===== src/rtl/iic_master_wr.sv =====
// Write-only IIC master: START, 7-bit address + W, valid/ready byte stream, STOP.
// Define IIC_MASTER_ACK_CHK_EN to abort straight to STOP on a NACK.
module iic_master_wr #(
    parameter int unsigned CLK_HZ = 50_000_000,
    parameter int unsigned SCL_HZ = 100_000
) (
    input  logic       clk,
    input  logic       rst,
    input  logic       start,
    input  logic [6:0] slave_addr,
    input  logic [7:0] byte_data,
    input  logic       byte_last,
    input  logic       byte_valid,
    output logic       byte_ready,
    output logic       busy,
    output logic       done,
    output logic       ack_err,
    output logic       scl,
    input  logic       sda_in,
    output logic       sda_out,
    output logic       sda_oe
);

    localparam int unsigned QDIV = CLK_HZ / (4 * SCL_HZ);
    localparam int unsigned QW   = (QDIV > 1) ? $clog2(QDIV) : 1;
`ifdef IIC_MASTER_ACK_CHK_EN
    localparam bit ACK_CHK = 1'b1;
`else
    localparam bit ACK_CHK = 1'b0;
`endif

    typedef enum logic [2:0] {
        S_IDLE, S_START, S_ADDR, S_ADDR_ACK, S_DATA, S_DATA_ACK, S_STOP
    } state_t;

    state_t        state_q, state_d;
    logic [QW-1:0] qcnt_q, qcnt_d;
    logic [1:0]    quarter_q, quarter_d;
    logic [2:0]    bit_cnt_q, bit_cnt_d;
    logic [7:0]    shift_q, shift_d;
    logic          last_q, last_d;
    logic          nack_q, nack_d;
    logic          ack_err_q, ack_err_d;
    logic          busy_q, busy_d;
    logic          done_q, done_d;
    logic          scl_q, scl_d;
    logic          sda_out_q, sda_out_d;
    logic          sda_oe_q, sda_oe_d;
    logic          byte_ready_q, byte_ready_d;

    logic q_end, sym_end, data_scl, more_bytes;

    always_ff @(posedge clk or posedge rst) begin
        if (rst) begin
            state_q      <= S_IDLE;
            qcnt_q       <= '0;
            quarter_q    <= 2'd0;
            bit_cnt_q    <= 3'd0;
            shift_q      <= 8'd0;
            last_q       <= 1'b0;
            nack_q       <= 1'b0;
            ack_err_q    <= 1'b0;
            busy_q       <= 1'b0;
            done_q       <= 1'b0;
            scl_q        <= 1'b1;
            sda_out_q    <= 1'b1;
            sda_oe_q     <= 1'b0;
            byte_ready_q <= 1'b0;
        end else begin
            state_q      <= state_d;
            qcnt_q       <= qcnt_d;
            quarter_q    <= quarter_d;
            bit_cnt_q    <= bit_cnt_d;
            shift_q      <= shift_d;
            last_q       <= last_d;
            nack_q       <= nack_d;
            ack_err_q    <= ack_err_d;
            busy_q       <= busy_d;
            done_q       <= done_d;
            scl_q        <= scl_d;
            sda_out_q    <= sda_out_d;
            sda_oe_q     <= sda_oe_d;
            byte_ready_q <= byte_ready_d;
        end
    end

    always_comb begin
        state_d      = state_q;
        qcnt_d       = qcnt_q;
        quarter_d    = quarter_q;
        bit_cnt_d    = bit_cnt_q;
        shift_d      = shift_q;
        last_d       = last_q;
        nack_d       = nack_q;
        ack_err_d    = ack_err_q;
        byte_ready_d = 1'b0;
        scl_d        = 1'b1;
        sda_out_d    = 1'b1;
        sda_oe_d     = 1'b0;

        q_end      = (qcnt_q == QW'(QDIV - 1));
        sym_end    = q_end && (quarter_q == 2'd3);
        data_scl   = (quarter_q == 2'd1) || (quarter_q == 2'd2);
        more_bytes = (quarter_q == 2'd3) && !last_q && !(ACK_CHK && nack_q);

        if (state_q != S_IDLE) begin
            if (q_end) begin
                qcnt_d    = '0;
                quarter_d = 2'(quarter_q + 2'd1);
            end else begin
                qcnt_d = QW'(qcnt_q + QW'(1));
            end
        end

        case (state_q)
            S_IDLE: begin
                qcnt_d    = '0;
                quarter_d = 2'd0;
                if (start) begin
                    state_d   = S_START;
                    shift_d   = {slave_addr, 1'b0};
                    bit_cnt_d = 3'd0;
                    last_d    = 1'b0;
                    nack_d    = 1'b0;
                    ack_err_d = 1'b0;
                end
            end
            S_START: begin
                if (sym_end) state_d = S_ADDR;
            end
            S_ADDR, S_DATA: begin
                if (sym_end) begin
                    shift_d   = {shift_q[6:0], 1'b0};
                    bit_cnt_d = 3'(bit_cnt_q + 3'd1);
                    if (bit_cnt_q == 3'd7) begin
                        state_d = (state_q == S_ADDR) ? S_ADDR_ACK : S_DATA_ACK;
                        nack_d  = 1'b0;
                    end
                end
            end
            S_ADDR_ACK, S_DATA_ACK: begin
                if ((quarter_q == 2'd1) && q_end) begin
                    nack_d = sda_in;
                    if (sda_in) ack_err_d = 1'b1;
                end
                // Ready is raised one clock early so an unstalled source costs no extra cycle.
                if (more_bytes) begin
                    if (((qcnt_q == QW'(QDIV - 2)) || q_end) && byte_valid && !byte_ready_q)
                        byte_ready_d = 1'b1;
                    if (q_end) begin
                        if (byte_ready_q && byte_valid) begin
                            state_d   = S_DATA;
                            shift_d   = byte_data;
                            last_d    = byte_last;
                            bit_cnt_d = 3'd0;
                        end else begin
                            qcnt_d    = qcnt_q;
                            quarter_d = quarter_q;
                        end
                    end
                end else if (sym_end) begin
                    state_d = S_STOP;
                end
            end
            S_STOP: begin
                if (sym_end) state_d = S_IDLE;
            end
            default: state_d = S_IDLE;
        endcase

        // Pad outputs follow the current quarter, one clock behind the state register.
        case (state_q)
            S_START: begin
                sda_oe_d  = 1'b1;
                sda_out_d = (quarter_q == 2'd0);
                scl_d     = (quarter_q != 2'd3);
            end
            S_ADDR, S_DATA: begin
                sda_oe_d  = 1'b1;
                sda_out_d = shift_q[7];
                scl_d     = data_scl;
            end
            S_ADDR_ACK, S_DATA_ACK: begin
                scl_d = data_scl;
            end
            S_STOP: begin
                sda_oe_d  = 1'b1;
                sda_out_d = quarter_q[1];
                scl_d     = (quarter_q != 2'd0);
            end
            default: ;
        endcase
    end

    assign busy_d = (state_d != S_IDLE);
    assign done_d = (state_q == S_STOP) && (state_d == S_IDLE);

    assign byte_ready = byte_ready_q;
    assign busy       = busy_q;
    assign done       = done_q;
    assign ack_err    = ack_err_q;
    assign scl        = scl_q;
    assign sda_out    = sda_out_q;
    assign sda_oe     = sda_oe_q;

endmodule


===== config.mk =====
export PLATFORM = sky130hd
export DESIGN_NAME = iic_master_wr
export DESIGN_NICKNAME = d
export VERILOG_FILES = /design/src/rtl/iic_master_wr.sv
export SDC_FILE = /design/constraint.sdc
export NUM_CORES = 1
export LEC_CHECK = 0
export BUFFER_PORTS_ARGS = -buffer_cell sky130_fd_sc_hd__buf_2
export CAP_MARGIN = 10
export CORE_MARGIN = 2
export CORE_UTILIZATION = 25
export DETAILED_ROUTE_END_ITERATION = 10
export SLEW_MARGIN = 20
export SYNTH_ARGS = -nofsm -noshare
export SYNTH_HDL_FRONTEND = slang
export SYNTH_SLANG_ARGS = --single-unit

===== constraint.sdc =====
create_clock -name clk -period 2.7 [get_ports clk]
set_input_delay 0.135 -clock clk [delete_from_list [all_inputs] [get_ports clk]]
set_output_delay 0.135 -clock clk [all_outputs]
set_load 0.005 [all_outputs]

==> flow_summary.json <==
{
  "status": "finished clean",
  "dieArea_mm2": 0.00812,
  "maxSlewViolCount": 0,
  "dpl.cell_count": 305,
  "ff2ff_path_depth": 4,
  "dr.first_iter.drc_count": 144,
  "worstMarginPinSlew_ns": 0.634,
  "synth_cell_types": 45,
  "crit_type": "reg2reg",
  "core_area_mm2": 0.00721,
  "stdcell_count": 314,
  "cp-endpoint": "busy$_DFF_PP0_",
  "powerDensity_mw_per_mm2": 392,
  "worstReg2RegStart": "state_q[2]$_DFF_PP0_",
  "comb_power_share_pct": 4.0,
  "drtAntennaViolNets": 0,
  "vdd_drop_max_uv": 137,
  "avgRoutedWirePerCell_um": 12.3,
  "ios": 28,
  "reg2reg_slack_ns": 0.51,
  "die_h_um": 90.1,
  "cts_tree": "done",
  "syn_inst": 184,
  "setup_viol": 0,
  "seq_power_share_pct": 55.2,
  "nNetsFinal": 242,
  "port_buffers": 27,
  "hold_viol_final": 0,
  "n_antenna_cell": 0,
  "dp_hpwl_um": 2810,
  "cts_buffer_depth": 2,
  "reg2reg_to": "busy$_DFF_PP0_",
  "start_util_pct": 25.7,
  "maxCapViolations": 0,
  "fill_cells": 772,
  "critPathCaptureType": "register",
  "viasPerCell": 4.46,
  "min_period_ns": 2.19,
  "cts-root-buf": "clkbuf_8",
  "clockPowerShare_pct": 40.9,
  "syn_nets": 212,
  "grt_antenna_before_repair": 0,
  "synth-seq-cells": 31,
  "grt_pass1_wl_um": 6600,
  "hold_path.class": "in2reg",
  "critPathLaunch": "state_q[2]$_DFF_PP0_",
  "clock_latency_ns": 0.28,
  "ys_warn_count": 0,
  "via_count": 1402,
  "leakage_uw": 0.000995,
  "grt_usage_pct": 9.89,
  "power.internal_uw": 661,
  "grt_start_max_net_pins": 32,
  "crit_arrival_ns": 2.35,
  "critPathRequiredTime_ns": 2.86,
  "htreeDepth": 2,
  "grt_pass1_vias": 1467,
  "p_total_uw": 843,
  "p_sw_uw": 182,
  "synth-seq-area-share_pct": 42.0,
  "dr.pass1.iters": 4,
  "clock_sinks": 31,
  "gp_congestion": 0.893,
  "postSynthAreaPerCell_um2": 10.1,
  "worstSetupStartpointType": "register",
  "worstPathMaxFanout": 17,
  "grt_overflow": 0,
  "rows": 31,
  "max_freq_ghz": 0.457,
  "rsz0062_at_grt": "no",
  "layout-drive-gt1-share_pct": 25.6,
  "drc": 0,
  "p_sw_share_pct": 21.6,
  "tns_ns": 0,
  "area_growth_pct": 16.1,
  "cts_inserted_buffers": 5,
  "fin_crit_sh_pct": 81.1,
  "cts_resized": 0,
  "slew-limit-headroom_pct": 57.6,
  "clkTransAtPathRegs_ns": 0.06,
  "synth_area_mm2": 0.00185,
  "drt_wl_total_um": 3850,
  "finClkSkew_ns": 0.00361,
  "die_x_um": 90.1
}
per-layer routing:
layer  track usage (%)  part of all wire, %
met5                 0                    0
met4              5.00                  2.9
met3              2.68                  5.1
met2              15.9                   46
met1              12.2                   46
registers in the layout, indices dropped and copies added, names as in the netlist, 2 cells and up:
register   count
shift_q        8
qcnt_q         7
bit_cnt_q      3
state_q        3
quarter_q      2
worst max-delay path, cell delays in order (launching register included):
cell and delay, ns:
dfrtp_1 0.55, xnor2_2 0.61, nor2_1 0.16, a311o_1 0.39
or3_1 0.35
stage by stage:
step	utilization, %	cell area (um^2)	setup slack (ns)	hold WS, ns
6_report	29.8	2150	0.511	0.0913
4_1_cts	29.8	2150	0.477	0.0885
3_3_place_gp	28.6	2060	0.559	0.234
5_1_grt	29.8	2150	0.332	0.0943
2_1_floorplan	-	1850	0.826	0.237
3_5_place_dp	28.6	2060	0.487	0.253
worst min-delay path by stage:
stage / from / to / slack [ns] / cells after the start
2_1_floorplan: rst / ack_err$_DFFE_PP0P_ / 0.24 / 1
3_3_place_gp: rst / qcnt_q[5]$_DFFE_PP0P_ / 0.23 / 3
3_5_place_dp: rst / qcnt_q[5]$_DFFE_PP0P_ / 0.25 / 3
4_1_cts: byte_data[0] / shift_q[0]$_DFFE_PP0P_ / 0.09 / 3
5_1_grt: byte_data[0] / shift_q[0]$_DFFE_PP0P_ / 0.09 / 3
6_report: byte_data[0] / shift_q[0]$_DFFE_PP0P_ / 0.09 / 3
final cells by class:
class	count	area [um^2]	area share (%)
tap	99	124	5.76
clock inverter	1	5.00	0.233
timing repair buffer	31	168	7.79
multi-input combinational	134	960	44.6
clock buffer	7	76.3	3.55
inverter	11	41.3	1.92
sequential	31	778	36.2
synthesized netlist by cell type, drive strengths merged:
cell type | count | share of area, %
a211oi | 1 | 0.67
a21oi | 5 | 1.6
a22o | 1 | 0.54
a311o | 1 | 0.54
a31oi | 1 | 0.34
and2 | 2 | 0.67
and3 | 2 | 0.74
buf | 6 | 3.1
clkbuf | 2 | 0.94
dfrtp | 29 | 39
dfstp | 2 | 2.8
ha | 7 | 4.7
inv | 11 | 2.2
mux2 | 8 | 6.3
mux2i | 11 | 5.9
nand2 | 21 | 4.3
nand2b | 2 | 0.67
nand3 | 8 | 2.8
nand4 | 3 | 1.8
nor2 | 11 | 3.1
nor2b | 1 | 0.34
nor3 | 4 | 1.1
nor4 | 1 | 0.34
nor4bb | 1 | 0.54
o21a | 1 | 0.41
o21ai | 26 | 7.0
o21bai | 1 | 0.61
o221ai | 1 | 0.47
o22ai | 2 | 0.67
o31ai | 3 | 1.2
o32ai | 1 | 0.47
or3 | 2 | 0.67
xnor2 | 4 | 2.3
xor2 | 2 | 0.94
power by group through the flow:
stage / clock network (uW) / logic (uW) / registers (uW)
3_3_place_gp: 0 / 32.9 / 473
3_5_place_dp: 0 / 33.8 / 473
4_1_cts: 358 / 34.6 / 465
2_1_floorplan: 0 / 12.4 / 473
5_1_grt: 371 / 38.5 / 464
6_report: 344 / 33.6 / 465
timing repair:
action,CTS,global route
hold endpoints to repair,29,0
setup buffers,0,0
hold buffers,1,0
cell usage in the layout (no fill, tap or decap), types with 2 or more instances in the layout:
master / n
clkbuf_1: 2
a21oi_1: 4
buf_2: 27
mux2i_1: 11
ha_1: 7
dfrtp_1: 29
dfstp_2: 2
nand2_1: 21
nand2b_1: 2
or3_1: 2
o31ai_1: 3
nor2_1: 10
nor3_1: 4
and2_1: 2
nand3_1: 7
mux2_4: 7
inv_1: 11
xor2_1: 2
o22ai_1: 2
buf_4: 3
nand4_1: 2
xnor2_1: 3
clkbuf_8: 5
o21ai_0: 25
kinds of logic (layout without fill, tap and decap cells):
family / after synthesis / after routing / share of synthesized area (%)
compound gates: 44 / 44 / 14.5
xor+xnor: 6 / 6 / 3.24
fa+ha+maj: 7 / 7 / 4.72
buf+inv: 19 / 50 / 6.27
flops: 31 / 31 / 42.0
mux: 19 / 19 / 12.2
simple gates: 58 / 58 / 17.1
Power figures use the tool's default switching activity.
